**config.mk**
```make
export PLATFORM = sky130hd
export DESIGN_NAME = axi_lite_arbiter
export DESIGN_NICKNAME = d
export VERILOG_FILES = /design/src/rtl/axi_lite_arbiter.sv
export SDC_FILE = /design/constraint.sdc
export NUM_CORES = 1
export LEC_CHECK = 0
export CORE_AREA = 10 10 134 136
export CTS_CLUSTER_SIZE = 8
export DETAILED_ROUTE_END_ITERATION = 10
export DIE_AREA = 0 0 144 146
export GPL_ROUTABILITY_DRIVEN = 0
export SYNTH_ARGS = -nofsm -noshare
export SYNTH_HDL_FRONTEND = slang
export SYNTH_SLANG_ARGS = --single-unit
```
**constraint.sdc**
```tcl
create_clock -name clk -period 3.35 [get_ports clk]
set_clock_uncertainty 0.05 [all_clocks]
set_input_delay 0.5025 -clock clk [delete_from_list [all_inputs] [get_ports clk]]
set_output_delay 0.5025 -clock clk [all_outputs]
set_load 0.005 [all_outputs]
```
**src/rtl/axi_lite_arbiter.sv**
```systemverilog
// 2:1 AXI-lite arbiter: shares one memory slave between the instruction fetch
// unit (read-only) and the load/store unit (read/write). One transaction is
// outstanding at a time, grants alternate round-robin and stay locked until
// the response handshake completes.
module axi_lite_arbiter #(
    parameter int ADDR_W = 32,
    parameter int DATA_W = 32
) (
    input  logic                  clk,
    input  logic                  rst,
    // IFU read master
    input  logic [ADDR_W-1:0]     ifu_araddr,
    input  logic                  ifu_arvalid,
    output logic                  ifu_arready,
    output logic [DATA_W-1:0]     ifu_rdata,
    output logic [1:0]            ifu_rresp,
    output logic                  ifu_rvalid,
    input  logic                  ifu_rready,
    // LSU read/write master
    input  logic [ADDR_W-1:0]     lsu_araddr,
    input  logic                  lsu_arvalid,
    output logic                  lsu_arready,
    output logic [DATA_W-1:0]     lsu_rdata,
    output logic [1:0]            lsu_rresp,
    output logic                  lsu_rvalid,
    input  logic                  lsu_rready,
    input  logic [ADDR_W-1:0]     lsu_awaddr,
    input  logic                  lsu_awvalid,
    output logic                  lsu_awready,
    input  logic [DATA_W-1:0]     lsu_wdata,
    input  logic [DATA_W/8-1:0]   lsu_wstrb,
    input  logic                  lsu_wvalid,
    output logic                  lsu_wready,
    output logic [1:0]            lsu_bresp,
    output logic                  lsu_bvalid,
    input  logic                  lsu_bready,
    // shared slave port
    output logic [ADDR_W-1:0]     s_araddr,
    output logic                  s_arvalid,
    input  logic                  s_arready,
    input  logic [DATA_W-1:0]     s_rdata,
    input  logic [1:0]            s_rresp,
    input  logic                  s_rvalid,
    output logic                  s_rready,
    output logic [ADDR_W-1:0]     s_awaddr,
    output logic                  s_awvalid,
    input  logic                  s_awready,
    output logic [DATA_W-1:0]     s_wdata,
    output logic [DATA_W/8-1:0]   s_wstrb,
    output logic                  s_wvalid,
    input  logic                  s_wready,
    input  logic [1:0]            s_bresp,
    input  logic                  s_bvalid,
    output logic                  s_bready
);

    typedef enum logic [1:0] {IDLE, IFU_RD, LSU_RD, LSU_WR} state_t;

    state_t state;
    state_t state_next;
    logic   last_grant;   // 0 = IFU, 1 = LSU
    logic   ar_done;
    logic   aw_done;
    logic   w_done;
    logic   req_ifu;
    logic   req_lsu;
    logic   grant_lsu;

    // Round-robin pick: on contention the master that did not win last time goes next
    always_comb begin
        req_ifu   = ifu_arvalid;
        req_lsu   = lsu_arvalid | lsu_awvalid | lsu_wvalid;
        grant_lsu = req_lsu & (~req_ifu | ~last_grant);
    end

    // Next-state decode and channel steering; everything is zero unless granted
    always_comb begin
        state_next  = state;
        ifu_arready = 1'b0;
        ifu_rdata   = '0;
        ifu_rresp   = '0;
        ifu_rvalid  = 1'b0;
        lsu_arready = 1'b0;
        lsu_rdata   = '0;
        lsu_rresp   = '0;
        lsu_rvalid  = 1'b0;
        lsu_awready = 1'b0;
        lsu_wready  = 1'b0;
        lsu_bresp   = '0;
        lsu_bvalid  = 1'b0;
        s_araddr    = '0;
        s_arvalid   = 1'b0;
        s_rready    = 1'b0;
        s_awaddr    = '0;
        s_awvalid   = 1'b0;
        s_wdata     = '0;
        s_wstrb     = '0;
        s_wvalid    = 1'b0;
        s_bready    = 1'b0;
        case (state)
            IDLE: begin
                if (req_ifu | req_lsu) begin
                    if (grant_lsu)
                        state_next = lsu_arvalid ? LSU_RD : LSU_WR;
                    else
                        state_next = IFU_RD;
                end
            end
            IFU_RD: begin
                s_araddr    = ifu_araddr;
                s_arvalid   = ifu_arvalid & ~ar_done;
                ifu_arready = s_arready & ~ar_done;
                ifu_rdata   = s_rdata;
                ifu_rresp   = s_rresp;
                ifu_rvalid  = s_rvalid;
                s_rready    = ifu_rready;
                if (s_rvalid & ifu_rready)
                    state_next = IDLE;
            end
            LSU_RD: begin
                s_araddr    = lsu_araddr;
                s_arvalid   = lsu_arvalid & ~ar_done;
                lsu_arready = s_arready & ~ar_done;
                lsu_rdata   = s_rdata;
                lsu_rresp   = s_rresp;
                lsu_rvalid  = s_rvalid;
                s_rready    = lsu_rready;
                if (s_rvalid & lsu_rready)
                    state_next = IDLE;
            end
            LSU_WR: begin
                s_awaddr    = lsu_awaddr;
                s_awvalid   = lsu_awvalid & ~aw_done;
                lsu_awready = s_awready & ~aw_done;
                s_wdata     = lsu_wdata;
                s_wstrb     = lsu_wstrb;
                s_wvalid    = lsu_wvalid & ~w_done;
                lsu_wready  = s_wready & ~w_done;
                lsu_bresp   = s_bresp;
                lsu_bvalid  = s_bvalid;
                s_bready    = lsu_bready;
                if (s_bvalid & lsu_bready)
                    state_next = IDLE;
            end
            default: state_next = IDLE;
        endcase
    end

    // State, grant history and per-channel handshake flags
    always_ff @(posedge clk or negedge rst) begin
        if (!rst) begin
            state      <= IDLE;
            last_grant <= 1'b0;
            ar_done    <= 1'b0;
            aw_done    <= 1'b0;
            w_done     <= 1'b0;
        end else begin
            state <= state_next;
            if (state == IDLE) begin
                if (state_next != IDLE) begin
                    last_grant <= grant_lsu;
                    ar_done    <= 1'b0;
                    aw_done    <= 1'b0;
                    w_done     <= 1'b0;
                end
            end else begin
                if (s_arvalid & s_arready) ar_done <= 1'b1;
                if (s_awvalid & s_awready) aw_done <= 1'b1;
                if (s_wvalid & s_wready)   w_done  <= 1'b1;
            end
        end
    end

endmodule

```
Yosys cells after proc, flatten, opt, wreduce, memory -nomap -nowiden

Cells that the tools add are included.

Flip-flop bits (word level): 6
Input port bits: 182
Output and inout bits: 182
Word-level logic and storage cells: 76

Eq/ne operators: 4
Muxes and demuxes: 35
Bitwise logic cells: 23
Reductions and logical operators: 9

Operators with widths:

| operator             | number |
|---|---|
| $mux W32             | 4 |
| $pmux W32 S2         | 1 |
| $mux W1              | 18 |
| $mux W2              | 8 |
| $and A1 B1 Y1        | 14 |
| $pmux W2 S4          | 1 |
| $reduce_and A2 Y1    | 4 |
| $reduce_bool A2 Y1   | 4 |
| $not A1 Y1           | 5 |
| $eq A2 B2 Y1 const B | 2 |
| $mux W4              | 1 |
| $or A1 B1 Y1         | 4 |
| $pmux W1 S2          | 2 |
| $eq A2 B1 Y1 const B | 1 |
| $logic_not A2 Y1     | 1 |
| $ne A2 B1 Y1 const B | 1 |

Depth between registers and ports, before layout

Gate-level depths: netlist of run 1.

Depth after elaboration: 9
Mapped depth: 6
Mapped depth without buffers: 5

Least setup slack after synthesis of run 1

Ideal clock, no wire load.

Kind: register -> output
Start point: reg state[0]
End point: out s_araddr[12]
Arrival time: 1.242 ns
Required time: 2.797 ns
Slack: 1.555 ns
Stages on the path, launching flop included: 5
Path buffers: 1
Cell sequence: dfrtp_1 -> inv_1 -> ha_1 -> clkbuf_1 -> nor2b_1

Longest elaborated chain between the ends: 2
Elaborated cells between the ends (all ways): 3
Those cells by class: 2 x eq/ne; 1 x mux

RTL lines:

| element                                             | RTL line | RTL |
|---|---|---|
| start: declaration                                  | 59       | `state_t state;` |
| start signal: assignment                            | 158      | `state <= state_next;` |
| $eq A2 B2 Y1 / $eq A2 B1 Y1 (equally long branches) | 100      | `case (state)` |
| $pmux W32 S2 *                                      | 100      |  |
| end: declaration                                    | 38       | `output logic [ADDR_W-1:0] s_araddr,` |

Every way passes the cells marked *; elsewhere a longest branch is shown, timed or not.

Worst setup path in the final report of run 1

Start point: reg state[1]
End point: out s_araddr[16]

Same word-level chain as after synthesis.

==> flow_summary.ini, run 1 <==
[outcome]
status = completed

[setup_path]
crit_required_ns = 2.80
r2r-end = state[1]
crit_arrival_ns = 2.47
end_kind = output port
endpoint = s_araddr[16]
ff2ff_path_depth = 5
startpoint_type = flop
crit_fanout = 35
worstSetupPathType = flop to output port
r2r_slack_ns = 1.31
timing.rr.start = state[1]
startpoint = state[1]

[power]
vdd_drop_max_mv = 0.278
p_leak_nw = 2.15
powerDensity_mw_per_mm2 = 487

[sta]
slew_viol_final = 0
rsz0062_at_grt = false
layout_setup_ws_ns = 0.330
slew_headroom = 0.524
post-route-period-util = 0.902
max_freq_mhz = 331
worst_slew_pin_slew_ns = 0.714
final-hold-violation-count = 0
post-route-min-period_ns = 3.02
finalSetupViolCount = 0
fin_tns_setup_ns = 0

[global_routing]
grt_util_met2 = 0.254
busiest_layer = met2
grt_max_degree = 65
grt_use_total = 0.142
grt_pass1_vias = 3622
use_met3 = 0.0692
grt_overflow_total = 0
grt_pass1_wl_um = 23300
grt_antenna_before_repair = 0
use_met1 = 0.145

[cts]
clk_pin_slew_worst_paths_ns = 0.03
worstSkewPairLatency_ns = 0.23
clockBufferDepth = 2
cts_sinks = 6
cts_tree = yes
htreeDepth = 1
root_buffer = clkbuf_16
cts.hold.buffers_added = 0
cts_buffers = 3
cts.repair.resized = 0
post-cts-setup-buffer-count = 0

[synth]
synth_nets = 477
syn_area_mm2 = 0.00195
ys_seq_area_frac = 0.0770
ys_warn_count = 0
synthFlopType = dfrtp_1
synth_seq_cells = 6
syn_avg_cell_area_um2 = 6.73
synthArstFlopShare = 1.00
synth_edf_count = 0
syn-instance-count = 290
synth_cell_types = 27

[floorplan]
initial_core_util = 0.126
coreArea_mm2 = 0.0155
rows = 46
die_h_um = 146
die-area_mm2 = 0.0210
ios = 364
fp.dieW_um = 144

[detailed_routing]
vias_per_cell = 4.12
remaining_drc_errors = 0
drtIter0Drc = 96
wl_per_cell_um = 19.9
drt_wl_total_um = 16400
vias = 3401
ant_nets = 0
dr.pass1.iters = 4

[place]
place_ws_ns = 0.532
io_buffers = 363
dp_hpwl_um = 14600

[cells_and_area]
layout_common_cells = clkdlybuf4s50_1 (363), and2_1 (142), a22oi_1 (33), nor2b_1 (33), nand2_1 (8)
nets = 822
num_antenna_cells = 0
fin_util = 0.377
drive_above_1_share = 0.0205
synthToLayoutAreaGrowth_pct = 199
fill_cells = 1562
final_common_cell = clkdlybuf4s50_1

[run]
max_cap_violations = 0

[min_path]
hold_path.class = primary input to async pin
sequential cells by signal (all words and copies together), names as in the netlist:
signal,cells
state,2
ar_done,1
aw_done,1
last_grant,1
w_done,1
power by group:
group	internal (W)	switching [W]	leakage, nW
clock	0.000153	0.0000377	0.0370
sequential	0.0000973	0.0000293	0.0771
combinational	0.00152	0.00101	2.03
how the worst min path moves through the flow:
stage / end / from / slack (ns) / cells after the start
3_3_place_gp: last_grant / last_grant / 0.52 / 2
2_1_floorplan: ar_done / rst / 0.16 / 0
6_report: w_done / rst / 0.48 / 1
3_5_place_dp: aw_done / aw_done / 0.52 / 2
4_1_cts: state[0] / rst / 0.49 / 1
5_1_grt: w_done / rst / 0.50 / 1
kinds of logic after synthesis:
kind of cell | count (synthesis) | share of synthesized area
simple gates | 198 | 0.625
compound gates | 49 | 0.182
buf+inv | 31 | 0.0763
flops | 6 | 0.0770
fa+ha+maj | 5 | 0.0321
mux | 1 | 0.00769
metrics by stage:
step	power (W)	instances	area, um^2	hold slack [ns]
after global placement	0.00268	822	5760	0.516
final	0.00284	825	5830	0.482
after global routing	0.00308	825	5830	0.504
after CTS	0.00292	825	5830	0.490
after detailed placement	0.00270	822	5760	0.523
after floorplan	0.00116	290	1950	0.157
critical path: stages (launching register included):
cell and delay [ns]:
dfrtp_1 0.44, inv_1 0.16, ha_2 0.67, buf_12 0.25, a22oi_1 0.08, nor2b_1 0.12
clkdlybuf4s50_1 0.50
final cells by class:
type	instances	area, um^2	area share
clock buffer	3	75.1	0.0129
timing repair buffer	368	3700	0.634
sequential	6	150	0.0257
tap	192	240	0.0412
multi-input combinational	253	1660	0.284
inverter	3	11.3	0.00193
metal layers:
metal  wire [um]  share of wire
met5           0              0
met4         257          0.016
met3        2330           0.14
met2        8010           0.49
met1        5850           0.36
synth_stat cells, types with 2 or more instances:
library cell	instances	area [um^2]
and2_1	142	888
a22oi_1	33	248
nor2b_1	33	206
clkbuf_1	16	60.1
nand2_1	8	30.0
buf_2	7	35.0
a21oi_1	6	30.0
dfrtp_1	6	150
ha_1	5	62.6
and3b_1	4	35.0
nand3_1	4	20.0
a31oi_1	3	18.8
inv_1	3	11.3
nor2_1	3	11.3
a222oi_1	2	20.0
buf_4	2	15.0
buf_6	2	22.5
nor3_1	2	10.0
(Power assumes the default switching activity.)
==> inputs of run 2 (changes only) <==
Settings changed: SETUP_SLACK_MARGIN set to 0.02.
==> results of run 2 <==
The final DEF is identical to that of run 1; final timing and power are the same.
==> inputs of run 3 (changes only) <==
Settings changed: SKIP_LAST_GASP set to 1.
==> results of run 3 <==
The final DEF is identical to that of run 1; final timing and power are the same.
